**src/rtl/pll_lock_sequencer.sv**
```systemverilog
// PLL reset/lock supervisor running on the 12 MHz board clock.
// Holds PLL in reset, waits for stable lock, retries, falls back to bypass.
module pll_lock_sequencer #(
   parameter int RESET_CYCLES  = 16,
   parameter int LOCK_TIMEOUT  = 1200,
   parameter int STABLE_CYCLES = 120,
   parameter int MAX_RETRIES   = 3
) (
   input  logic       clock,
   input  logic       reset_n,
   input  logic       pll_lock,
   input  logic       restart,
   output logic       pll_resetb,
   output logic       pll_bypass,
   output logic       ready,
   output logic       fail,
   output logic [1:0] retry_count,
   output logic [7:0] lost_count,
   output logic [2:0] state
);

   localparam int MAX_AB = (RESET_CYCLES > LOCK_TIMEOUT) ?
                           RESET_CYCLES : LOCK_TIMEOUT;
   localparam int MAX_C  = (MAX_AB > STABLE_CYCLES) ?
                           MAX_AB : STABLE_CYCLES;
   localparam int CW     = $clog2(MAX_C + 1);

   localparam logic [2:0] RESET_HOLD = 3'd0;
   localparam logic [2:0] WAIT_LOCK  = 3'd1;
   localparam logic [2:0] STABLE     = 3'd2;
   localparam logic [2:0] RUN        = 3'd3;
   localparam logic [2:0] FAIL       = 3'd4;

   localparam logic [CW-1:0] RST_LAST = CW'(RESET_CYCLES - 1);
   localparam logic [CW-1:0] TO_LAST  = CW'(LOCK_TIMEOUT - 1);
   localparam logic [CW-1:0] ST_LAST  = CW'(STABLE_CYCLES - 1);
   localparam logic [1:0]    RETRY_MAX = 2'(MAX_RETRIES);

   logic          lock_m;
   logic          lock_s;
   logic [CW-1:0] cnt;
   logic [CW-1:0] cnt_n;
   logic [2:0]    state_n;
   logic [1:0]    retry_n;
   logic [7:0]    lost_n;

   // pll_lock is asynchronous to clock
   always_ff @(posedge clock or negedge reset_n) begin
      if (!reset_n) begin
         lock_m <= 1'b0;
         lock_s <= 1'b0;
      end else begin
         lock_m <= pll_lock;
         lock_s <= lock_m;
      end
   end

   always_comb begin
      state_n = state;
      cnt_n   = cnt;
      retry_n = retry_count;
      lost_n  = lost_count;
      unique case (state)
         RESET_HOLD: begin
            if (cnt == RST_LAST) begin
               state_n = WAIT_LOCK;
               cnt_n   = '0;
            end else begin
               cnt_n = cnt + 1'b1;
            end
         end
         WAIT_LOCK: begin
            if (lock_s) begin
               state_n = STABLE;
               cnt_n   = '0;
            end else if (cnt == TO_LAST) begin
               cnt_n = '0;
               if (retry_count < RETRY_MAX) begin
                  retry_n = retry_count + 1'b1;
                  state_n = RESET_HOLD;
               end else begin
                  state_n = FAIL;
               end
            end else begin
               cnt_n = cnt + 1'b1;
            end
         end
         STABLE: begin
            if (!lock_s) begin
               state_n = WAIT_LOCK;
               cnt_n   = '0;
            end else if (cnt == ST_LAST) begin
               state_n = RUN;
               cnt_n   = '0;
            end else begin
               cnt_n = cnt + 1'b1;
            end
         end
         RUN: begin
            if (!lock_s) begin
               state_n = RESET_HOLD;
               cnt_n   = '0;
               retry_n = '0;
               if (lost_count != 8'hff) begin
                  lost_n = lost_count + 8'd1;
               end
            end
         end
         FAIL: begin
            state_n = FAIL;
         end
         default: begin
            state_n = RESET_HOLD;
            cnt_n   = '0;
         end
      endcase
      // restart overrides any lock or timeout event this cycle
      if (restart) begin
         state_n = RESET_HOLD;
         cnt_n   = '0;
         retry_n = '0;
      end
   end

   always_ff @(posedge clock or negedge reset_n) begin
      if (!reset_n) begin
         state       <= RESET_HOLD;
         cnt         <= '0;
         retry_count <= '0;
         lost_count  <= '0;
         pll_resetb  <= 1'b0;
         pll_bypass  <= 1'b0;
         ready       <= 1'b0;
         fail        <= 1'b0;
      end else begin
         state       <= state_n;
         cnt         <= cnt_n;
         retry_count <= retry_n;
         lost_count  <= lost_n;
         pll_resetb  <= (state_n == WAIT_LOCK) ||
                        (state_n == STABLE) ||
                        (state_n == RUN);
         pll_bypass  <= (state_n == FAIL);
         ready       <= (state_n == RUN);
         fail        <= (state_n == FAIL);
      end
   end

endmodule

```
**config.mk**
```make
export PLATFORM = sky130hd
export DESIGN_NAME = pll_lock_sequencer
export DESIGN_NICKNAME = d
export VERILOG_FILES = /design/src/rtl/pll_lock_sequencer.sv
export SDC_FILE = /design/constraint.sdc
export NUM_CORES = 1
export LEC_CHECK = 0
export CAP_MARGIN = 20
export CORE_MARGIN = 2
export CORE_UTILIZATION = 35
export CTS_CLUSTER_DIAMETER = 150
export DETAILED_ROUTE_END_ITERATION = 10
export GPL_ROUTABILITY_DRIVEN = 0
export PLACE_DENSITY = 0.57
export SYNTH_ARGS = -nofsm -noshare
export SYNTH_HDL_FRONTEND = slang
export SYNTH_SLANG_ARGS = --single-unit
export TNS_END_PERCENT = 100
```
**constraint.sdc**
```tcl
create_clock -name clock -period 2.1 [get_ports clock]
set_input_delay 0.42 -clock clock [delete_from_list [all_inputs] [get_ports clock]]
set_output_delay 0.42 -clock clock [all_outputs]
set_load 0.02 [all_outputs]
```
==> flow_summary.html <==
<table>
<tr><th>Metric</th><th>Value</th></tr>
<tr><th colspan="2">Detailed routing</th></tr>
<tr><td>First drt pass iteration count</td><td>4</td></tr>
<tr><td>Final routed wire length divided by cell count</td><td>14.47 µm</td></tr>
<tr><td>Iter 0 DRT Violations</td><td>44</td></tr>
<tr><td>Routed via count divided by cell count</td><td>5.366</td></tr>
<tr><td>Number of remaining DRC errors</td><td>0</td></tr>
<tr><td>Routed Antenna Nets</td><td>0</td></tr>
<tr><td>DR vias</td><td>1320</td></tr>
<tr><td>Detailed Route WL</td><td>3560 µm</td></tr>
<tr><th colspan="2">GRT</th></tr>
<tr><td>Global-route wire length before repair</td><td>5982 µm</td></tr>
<tr><td>Pin count of the biggest net entering global routing</td><td>30</td></tr>
<tr><td>Vias in the first global route</td><td>1268</td></tr>
<tr><td>Number of antenna violations at the first check in global routing</td><td>0</td></tr>
<tr><td>Met3 Resource Use GR</td><td>0.04782</td></tr>
<tr><td>Aggregate global routing overflow</td><td>0</td></tr>
<tr><td>Met1 GRT Util</td><td>0.1906</td></tr>
<tr><td>Gr usage total</td><td>0.1516</td></tr>
<tr><td>Top Usage Layer GRT</td><td>met2</td></tr>
<tr><td>Fraction of met2 tracks used by global routing</td><td>0.2407</td></tr>
<tr><th colspan="2">Synthesis</th></tr>
<tr><td>Proportion of synthesized chip area in sequential cells</td><td>0.4571</td></tr>
<tr><td>Post-synth design cell area</td><td>0.001588 mm²</td></tr>
<tr><td>Share of cell area taken by muxes after synthesis</td><td>0.007092</td></tr>
<tr><td>Post-synthesis net count</td><td>167</td></tr>
<tr><td>Main combinational cell family by area after synthesis</td><td>simple AND/OR/NAND/NOR gates</td></tr>
<tr><td>Register bit count reported by yosys</td><td>29</td></tr>
<tr><td>Post-synthesis compound-gate area fraction</td><td>0.1647</td></tr>
<tr><td>Post-Synth Adder-Cell Area</td><td>0.02364</td></tr>
<tr><td>Post-synth cell types</td><td>50</td></tr>
<tr><td>Number of standard cells after synthesis</td><td>160</td></tr>
<tr><td>Number of warnings printed during yosys synthesis</td><td>0</td></tr>
<tr><td>Post-synthesis xor/xnor area fraction</td><td>0.05516</td></tr>
<tr><td>Synth async-reset ratio</td><td>1.000</td></tr>
<tr><td>EDFF count, synth</td><td>0</td></tr>
<tr><td>Per-instance average area after synthesis</td><td>9.924 µm²</td></tr>
<tr><td>Share of synthesized cell area in and, or, nand and nor gates</td><td>0.2325</td></tr>
<tr><td>Commonest register cell after synthesis</td><td>sky130_fd_sc_hd__dfrtp_1</td></tr>
<tr><th colspan="2">Timing</th></tr>
<tr><td>Actual transition at the worst max-transition pin</td><td>374.1 ps</td></tr>
<tr><td>Post-route clock period utilization</td><td>0.9539</td></tr>
<tr><td>Setup repair after global routing missed its margin</td><td>false</td></tr>
<tr><td>Summed negative setup slack over all endpoints</td><td>0 ps</td></tr>
<tr><td>Final clock skew</td><td>8.870 ps</td></tr>
<tr><td>Number of endpoints with negative hold slack in the final report</td><td>0</td></tr>
<tr><td>Hold slack</td><td>352.5 ps</td></tr>
<tr><td>Peak Freq</td><td>499.2 MHz</td></tr>
<tr><td>Slack of the critical path</td><td>96.87 ps</td></tr>
<tr><td>Minimum clock period</td><td>2003 ps</td></tr>
<tr><td>Final setup vio count</td><td>0</td></tr>
<tr><td>Max-slew violation count</td><td>0</td></tr>
<tr><td>Slew HR</td><td>0.7506</td></tr>
<tr><th colspan="2">Final layout</th></tr>
<tr><td>Share of cells above drive strength 1</td><td>0.1907</td></tr>
<tr><td>Final design area excluding fillers</td><td>0.002012 mm²</td></tr>
<tr><td>Area Growth Syn to Fin</td><td>26.71%</td></tr>
<tr><td>Final cell count without fillers</td><td>246</td></tr>
<tr><td>Nets</td><td>200</td></tr>
<tr><td>Most common cell after layout, fill and taps aside</td><td>sky130_fd_sc_hd__dfrtp_1</td></tr>
<tr><td>Number of antenna cells inserted</td><td>0</td></tr>
<tr><td>Most used cells in the layout excluding fill and tap cells</td><td>sky130_fd_sc_hd__dfrtp_1 (29), sky130_fd_sc_hd__clkdlybuf4s50_1 (20), sky130_fd_sc_hd__nand2_1 (18), sky130_fd_sc_hd__buf_4 (15), sky130_fd_sc_hd__o21ai_0 (10)</td></tr>
<tr><th colspan="2">Hold path</th></tr>
<tr><td>Hold endpoint</td><td>lock_s</td></tr>
<tr><td>Number of cells on the worst hold path</td><td>0</td></tr>
<tr><td>HP Start</td><td>lock_m</td></tr>
<tr><td>Classification of the worst-slack hold path</td><td>register to register</td></tr>
<tr><th colspan="2">Job</th></tr>
<tr><td>Number of max-cap violations</td><td>0</td></tr>
<tr><th colspan="2">Place</th></tr>
<tr><td>Post-place instance area</td><td>0.001893 mm²</td></tr>
<tr><td>DP Cell Count</td><td>238</td></tr>
<tr><td>Setup Slack @ Placement</td><td>-24.98 ps</td></tr>
<tr><td>Hpwl dp</td><td>2519 µm</td></tr>
<tr><td>Number of port buffers</td><td>20</td></tr>
<tr><th colspan="2">Clock tree</th></tr>
<tr><td>Clock Root Buffer</td><td>sky130_fd_sc_hd__clkbuf_8</td></tr>
<tr><td>Buffer levels on the longest clock path</td><td>2</td></tr>
<tr><td>H-tree levels</td><td>2</td></tr>
<tr><td>Clock slew at the register clock pins of the worst setup and hold paths</td><td>70 ps</td></tr>
<tr><td>Clk sinks</td><td>29</td></tr>
<tr><td>Total clock buffers created by CTS</td><td>5</td></tr>
<tr><td>Hold_buf cts</td><td>0</td></tr>
<tr><td>Buffer count from post-CTS setup fixing</td><td>0</td></tr>
<tr><td>Worst-skew pair later-pin latency</td><td>290 ps</td></tr>
<tr><td>TritonCTS clock tree</td><td>yes</td></tr>
<tr><th colspan="2">Worst setup path</th></tr>
<tr><td>Startpoint types</td><td>register</td></tr>
<tr><td>Startpoint-to-endpoint class of the critical path</td><td>register to register</td></tr>
<tr><td>Element type at the critical path end</td><td>register</td></tr>
<tr><td>Cells on worst reg2reg path</td><td>5</td></tr>
<tr><td>Worst Path Required</td><td>2260 ps</td></tr>
<tr><td>Reg-to-reg setup timing slack</td><td>100 ps</td></tr>
<tr><td>Worst r2r dst</td><td>cnt[10]</td></tr>
<tr><td>Crit-path max FO</td><td>6</td></tr>
<tr><td>Source of the worst register-to-register timing path</td><td>cnt[6]</td></tr>
<tr><td>Data arrival, critical path</td><td>2160 ps</td></tr>
<tr><th colspan="2">Pwr</th></tr>
<tr><td>Leakage power</td><td>0.0008836 µW</td></tr>
<tr><td>VDD IR-drop max</td><td>0.0002366 V</td></tr>
<tr><td>Total power per unit cell area</td><td>541.8 mW/mm²</td></tr>
<tr><th colspan="2">Floorplanning</th></tr>
<tr><td>Area of the die</td><td>0.005092 mm²</td></tr>
<tr><td>Number of I/O pins</td><td>21</td></tr>
<tr><td>Core Rows</td><td>24</td></tr>
<tr><td>Starting density of the core</td><td>0.3647</td></tr>
<tr><td>CORE AREA</td><td>0.004354 mm²</td></tr>
<tr><td>Height of the chip</td><td>71.36 µm</td></tr>
<tr><td>Die width</td><td>71.36 µm</td></tr>
<tr><th colspan="2">Outcome</th></tr>
<tr><td>Run status</td><td>finished, final reports clean</td></tr>
</table>
worst max path at each step:
stage,cells after the start,from,to,slack (ps)
6_report,5,cnt[6],cnt[10],100
2_1_floorplan,6,cnt[8],cnt[4],110
4_1_cts,6,cnt[0],cnt[10],90
3_5_place_dp,5,cnt[6],cnt[6],-20
3_3_place_gp,5,cnt[6],cnt[9],40
5_1_grt,5,cnt[6],cnt[9],10
registers in the layout, summed over array words and instances (netlist names):
name and count:
ready 1, fail 1, lock_s 1, lock_m 1, lost_count 8, pll_resetb 1
state 3, cnt 11, retry_count 2
area by class of cell:
type | count | area, µm²
sequential | 29 | 725.7
tap | 52 | 65.06
inverter | 6 | 22.52
multi-input combinational | 116 | 794.5
clock inverter | 3 | 22.52
fill | 409 | 2342
clock buffer | 5 | 68.82
timing repair buffer | 35 | 312.8
metal layers:
metal,vias to the layer above,share of wire
li1,653,-
met1,626,0.45
met2,35,0.47
met3,6,0.056
met4,0,0.017
met5,-,0
cell usage after synthesis (2+ instances only):
cell | instances | area, µm²
sky130_fd_sc_hd__buf_4 | 2 | 15.01
sky130_fd_sc_hd__or3_1 | 5 | 31.28
sky130_fd_sc_hd__a21o_1 | 3 | 22.52
sky130_fd_sc_hd__o21ai_0 | 10 | 50.05
sky130_fd_sc_hd__o21ai_2 | 3 | 26.28
sky130_fd_sc_hd__nand2_1 | 18 | 67.56
sky130_fd_sc_hd__and3_1 | 3 | 18.77
sky130_fd_sc_hd__or4_1 | 3 | 22.52
sky130_fd_sc_hd__nand3_1 | 9 | 45.04
sky130_fd_sc_hd__xor2_1 | 7 | 61.31
sky130_fd_sc_hd__ha_1 | 3 | 37.54
sky130_fd_sc_hd__a21oi_1 | 5 | 25.02
sky130_fd_sc_hd__dfrtp_1 | 29 | 725.7
sky130_fd_sc_hd__inv_1 | 6 | 22.52
sky130_fd_sc_hd__nor4_1 | 2 | 12.51
sky130_fd_sc_hd__buf_2 | 3 | 15.01
sky130_fd_sc_hd__clkbuf_8 | 2 | 27.53
sky130_fd_sc_hd__nor3_1 | 4 | 20.02
sky130_fd_sc_hd__nand4_1 | 3 | 18.77
sky130_fd_sc_hd__xnor2_1 | 3 | 26.28
sky130_fd_sc_hd__nor2_1 | 7 | 26.28
sky130_fd_sc_hd__and4_1 | 2 | 17.52
metrics by stage:
step / total power, µW / util
6_report: 1090 / 0.4621
3_5_place_dp: 629.4 / 0.4348
3_3_place_gp: 627.8 / 0.4348
4_1_cts: 1111 / 0.4603
5_1_grt: 1141 / 0.4621
2_1_floorplan: 603.0 / -
critical path, cell delays in order, from the launching register on:
cell and delay [ps]:
sky130_fd_sc_hd__dfrtp_1 420, sky130_fd_sc_hd__or4_4 580, sky130_fd_sc_hd__o31a_2 380, sky130_fd_sc_hd__a21o_1 180, sky130_fd_sc_hd__a21oi_1 170, sky130_fd_sc_hd__o21ai_0 130
kinds of logic after synthesis:
| family | after synthesis |
|---|---|
| flops | 29 |
| compound gates | 36 |
| mux | 1 |
| buf+inv | 15 |
| xor+xnor | 10 |
| fa+ha+maj | 3 |
| simple gates | 66 |
repair_timing:
| item | in CTS | in global routing |
|---|---|---|
| resized for setup | 3 | 2 |
| pin swaps | 1 | 1 |
| setup endpoints to repair | 5 | 16 |
power by group:
group          switching, µW  leakage (µW)  internal (µW)
registers               8.03      0.000398            565
clock network            239     0.0000364            232
logic                   27.3      0.000449           18.4
Note: power is estimated with default switching activity, not from simulation.
==> edit 1 (same flow settings) <==
Reset style: synchronous (`reset_n`), changed in 2 clocked blocks. Comments in the files are not updated.
--- a/src/rtl/pll_lock_sequencer.sv
+++ b/src/rtl/pll_lock_sequencer.sv
@@ -46,5 +46,5 @@
 
    // pll_lock is asynchronous to clock
-   always_ff @(posedge clock or negedge reset_n) begin
+   always_ff @(posedge clock) begin
       if (!reset_n) begin
          lock_m <= 1'b0;
@@ -123,5 +123,5 @@
    end
 
-   always_ff @(posedge clock or negedge reset_n) begin
+   always_ff @(posedge clock) begin
       if (!reset_n) begin
          state       <= RESET_HOLD;
Formal check against the unedited RTL: same outputs for any inputs over 10 cycles, from zero or initial values and one cycle with reset_n low; that may be too few to reach the edited logic, so the function may still have changed.
==> edit 1 against the unedited design <==
Worst setup slack improved by 0.080 ns. Sequential cell count unchanged. Synthesized area decreased by 11%. Design area decreased by 11%. Wire length decreased by 8.1%. Power decreased by 5.8%. Sequential power decreased by 3%. Critical path depth increased by 1. Highest routed layer unchanged. Largest cell class unchanged.
==> edit 1: results <==
[status]
status = finished clean

[synth]
synthTopCellsByCount = 29 x dfxtp_1, 19 x nor2_1, 15 x nand2_1, 9 x nand3_1, 9 x nor3_1
yosysUniqueCellTypes = 43
yosysSeqAreaShare = 0.410
synth_warnings = 0
synth.net_count = 174
async_reset_ff_frac = 0
yosys-top-cells-area = dfxtp_1 41%, nor2_1 5.0%, nand2_1 4.0%

[critical_path]
arrival_ns = 2.07
path_max_fanout = 11

[routing]
routed_via_density = 5.36
totalWireLength_um = 3270
first_pass_iters = 4
drt_iter0_drc = 70

[sta]
skew_ns = 0.00579
setup_viol = 0
relSlewSlack = 0.729
setup_tns_ns = 0

[cells_and_area]
fin_nets = 203
antennaDiodeCount = 0
top_regs = cnt (11), lost_count (8), state (3)
drive_above_1_share = 0.0964

[clock_tree]
cts_buffers = 5
path_clk_slew_ns = 0.06
cts_setup_buffers = 0
cts_buffer_depth = 2
cts_resized = 0
htree_levels = 2
clk_latency_ns = 0.28
cts_root_buf = clkbuf_8

[place]
placed_cell_area_mm2 = 0.00171
hpwl_um = 2380
io_buffers = 20

[pwr]
p_leak_nw = 0.614
vdd_drop_max_uv = 263

[global_routing]
gr-usage-all-layers = 0.155
grt_pass1_wl_um = 5410
antenna_found_initial = 0
grt_pass1_vias = 1243
grt_max_degree = 14

[hold_path]
hold_path_class = flip-flop to flip-flop
## edit 1: changes by cell type after synthesis, moves of 3 or more
cell	delta
nand2_1	-3
a21o_1	-3
nand2b_1	+3
o21ai_0	-5
dfxtp_1	+29
nor3_1	+5
xnor2_1	+3
or4_1	-3
a31oi_1	+3
dfrtp_1	-29
nor2_1	+12
## edit 1: layout make-up
cell class                 instances  area (µm²)
timing repair buffer              28         260
multi-input combinational        128         791
inverter                           4        15.0
clock buffer                       6        72.6
clock inverter                     2        10.0
tap                               50        62.6
sequential                        29         581
fill                             370        2150
## edit 1: layer usage
metal	up-vias	global-route usage	share of wire
li1	660	-	-
met1	629	0.194	0.47
met2	32	0.259	0.48
met3	4	0.0400	0.040
met4	0	0.0510	0.0092
met5	-	0	0
## edit 1: cell families (layout without fill, tap and decap cells)
family,Yosys count,in the layout,synth area share
DFF,29,29,0.410
adders and majority gates,3,3,0.0265
muxes,2,2,0.0141
and+or+nand+nor,87,87,0.332
buffers and inverters,10,40,0.0326
xor gates and xnor gates,11,11,0.0680
AOI/OAI and AO/OA,25,25,0.117
## edit 1: per-stage QoR
stage                     setup slack, ns   util  instances  total power [mW]
after detailed placement            0.230  0.434        239             0.599
after floorplan                     0.124      -        167             0.585
after global placement              0.259  0.434        239             0.598
after CTS                           0.194  0.454        247              1.04
final                               0.177  0.454        247              1.03
after global routing               0.0394  0.454        247              1.06
## edit 1: critical path: stages (launching register included)
cell and delay (ns):
dfxtp_1 0.34, or4_4 0.56, o311ai_1 0.30, nand4_1 0.14, buf_4 0.20, o211ai_1 0.17
a21oi_1 0.09
## edit 1: worst paths after layout
path	startpoint	end	slack, ns	depth (start not counted)
setup / recovery	cnt[10]	cnt[5]	0.18	6
hold / removal	lock_m	lock_s	0.44	1
setup reg to reg	cnt[10]	cnt[5]	0.18	6
hold reg to reg	lock_m	lock_s	0.44	1
## edit 1: where the power goes
| part | switching, mW | internal, mW |
|---|---|---|
| logic | 0.0165 | 0.0136 |
| registers | 0.00288 | 0.554 |
| clock network | 0.211 | 0.229 |
==> edit 2 (config.mk and constraints unchanged) <==
Made on the original files. `RESET_CYCLES`: 16 -> 32.
--- a/src/rtl/pll_lock_sequencer.sv
+++ b/src/rtl/pll_lock_sequencer.sv
@@ -2,5 +2,5 @@
 // Holds PLL in reset, waits for stable lock, retries, falls back to bypass.
 module pll_lock_sequencer #(
-   parameter int RESET_CYCLES  = 16,
+   parameter int RESET_CYCLES  = 32,
    parameter int LOCK_TIMEOUT  = 1200,
    parameter int STABLE_CYCLES = 120,
Function: same outputs for any inputs over 10 cycles, from zero or initial values and one cycle with reset_n low; that may be too few to reach the edited logic, so the function may still have changed.
==> edit 2 against the unedited design <==
Synthesized area up 2.0%. Wire length up 10%. Cell count up 2.4%. Critical path depth unchanged. Design area up 3.9%. Sequential cell count unchanged. Worst setup slack better by 0.0063 ns. Critical path type unchanged. Critical endpoint is now cnt[9].
Power is not compared: it rests on default switching activity, and its combinational part moved more than twofold at a synthesized area within 25%.
==> edit 2: results <==
[synth]
synth.net_count = 169
yosysUniqueCellTypes = 48
synth-adder-area-share = 0.0232
yosysSeqAreaShare = 0.448
syn_inst = 162
synth_compound_area_frac = 0.157
synthTopCellsByCount = 29 x dfrtp_1, 16 x nand2_1, 13 x o21ai_0, 9 x nor2_1, 8 x nand3_1
yosys-top-cells-area = dfrtp_1 45%, o21ai_0 4.0%, nand2_1 3.7%
yosys-mux-area-fraction = 0.0131
synth-xor-area-share = 0.0379

[sta]
holdWs_ns = 0.353
relSlewSlack = 0.635
skew_ns = 0.0131

[place]
hpwl_um = 2790
dp_slack_ns = -0.134
dp_cells = 242

[global_routing]
grt_pass1_vias = 1415
gr-usage-all-layers = 0.167
grt_pass1_wl_um = 6650

[critical_path]
path_max_fanout = 7
reg2reg_from = cnt[9]
r2r-end = cnt[9]

[cells_and_area]
nFillCells = 378
drive_above_1_share = 0.200
fin_nets = 206

[hold_path]
hold_path_class = flip-flop to flip-flop

[status]
status = finished clean

[routing]
routed_via_density = 5.71
wire_per_inst_um = 15.6
drt_iter0_drc = 165
totalWireLength_um = 3930

[clock_tree]
cts_setup_buffers = 2
cts_resized = 0
==> edit 2: critical path, cell delays in order (launching register included) <==
cell      delay, ns
dfrtp_1        0.45
or4b_4         0.56
nor3_4         0.27
o21bai_4       0.16
nor3_4         0.30
o32ai_2        0.13
==> edit 2: cell families after synthesis <==
| group | count (synthesis) |
|---|---|
| flops | 29 |
| compound gates | 37 |
| buf+inv | 12 |
| simple gates | 72 |
| mux | 2 |
| xor+xnor | 7 |
| fa+ha+maj | 3 |
==> edit 2: layer usage <==
metal  vias to the layer above  GRT usage  share of wire
met2                        60      0.265           0.48
met5                         -          0              0
met1                       699      0.214           0.45
li1                        675          -              -
met4                         0     0.0713          0.013
met3                         6     0.0444          0.058
==> edit 2: worst max path at each step <==
stage          startpoint     end  slack, ns  depth (start not counted)
4_1_cts            cnt[9]  cnt[9]       0.09                          5
3_5_place_dp      restart  cnt[9]      -0.13                          6
3_3_place_gp      restart  cnt[9]      -0.08                          6
5_1_grt            cnt[9]  cnt[9]       0.01                          5
2_1_floorplan    state[0]  cnt[4]       0.19                          7
6_report           cnt[9]  cnt[9]       0.10                          5
==> edit 2: final cells by class <==
cell class	instances	area share
Inverter	6	0.0108
Timing Repair Buffer	36	0.153
Tap cell	52	0.0311
Multi-Input combinational cell	121	0.402
Sequential cell	29	0.347
Clock inverter	3	0.0222
Clock buffer	5	0.0329
==> edit 2: per-stage QoR <==
step / TNS, ns / power, mW
floorplan: 0 / 0.642
global placement: -0.261 / 0.686
detailed placement: -0.668 / 0.691
CTS: 0 / 1.29
global route: 0 / 1.33
finish: 0 / 1.27
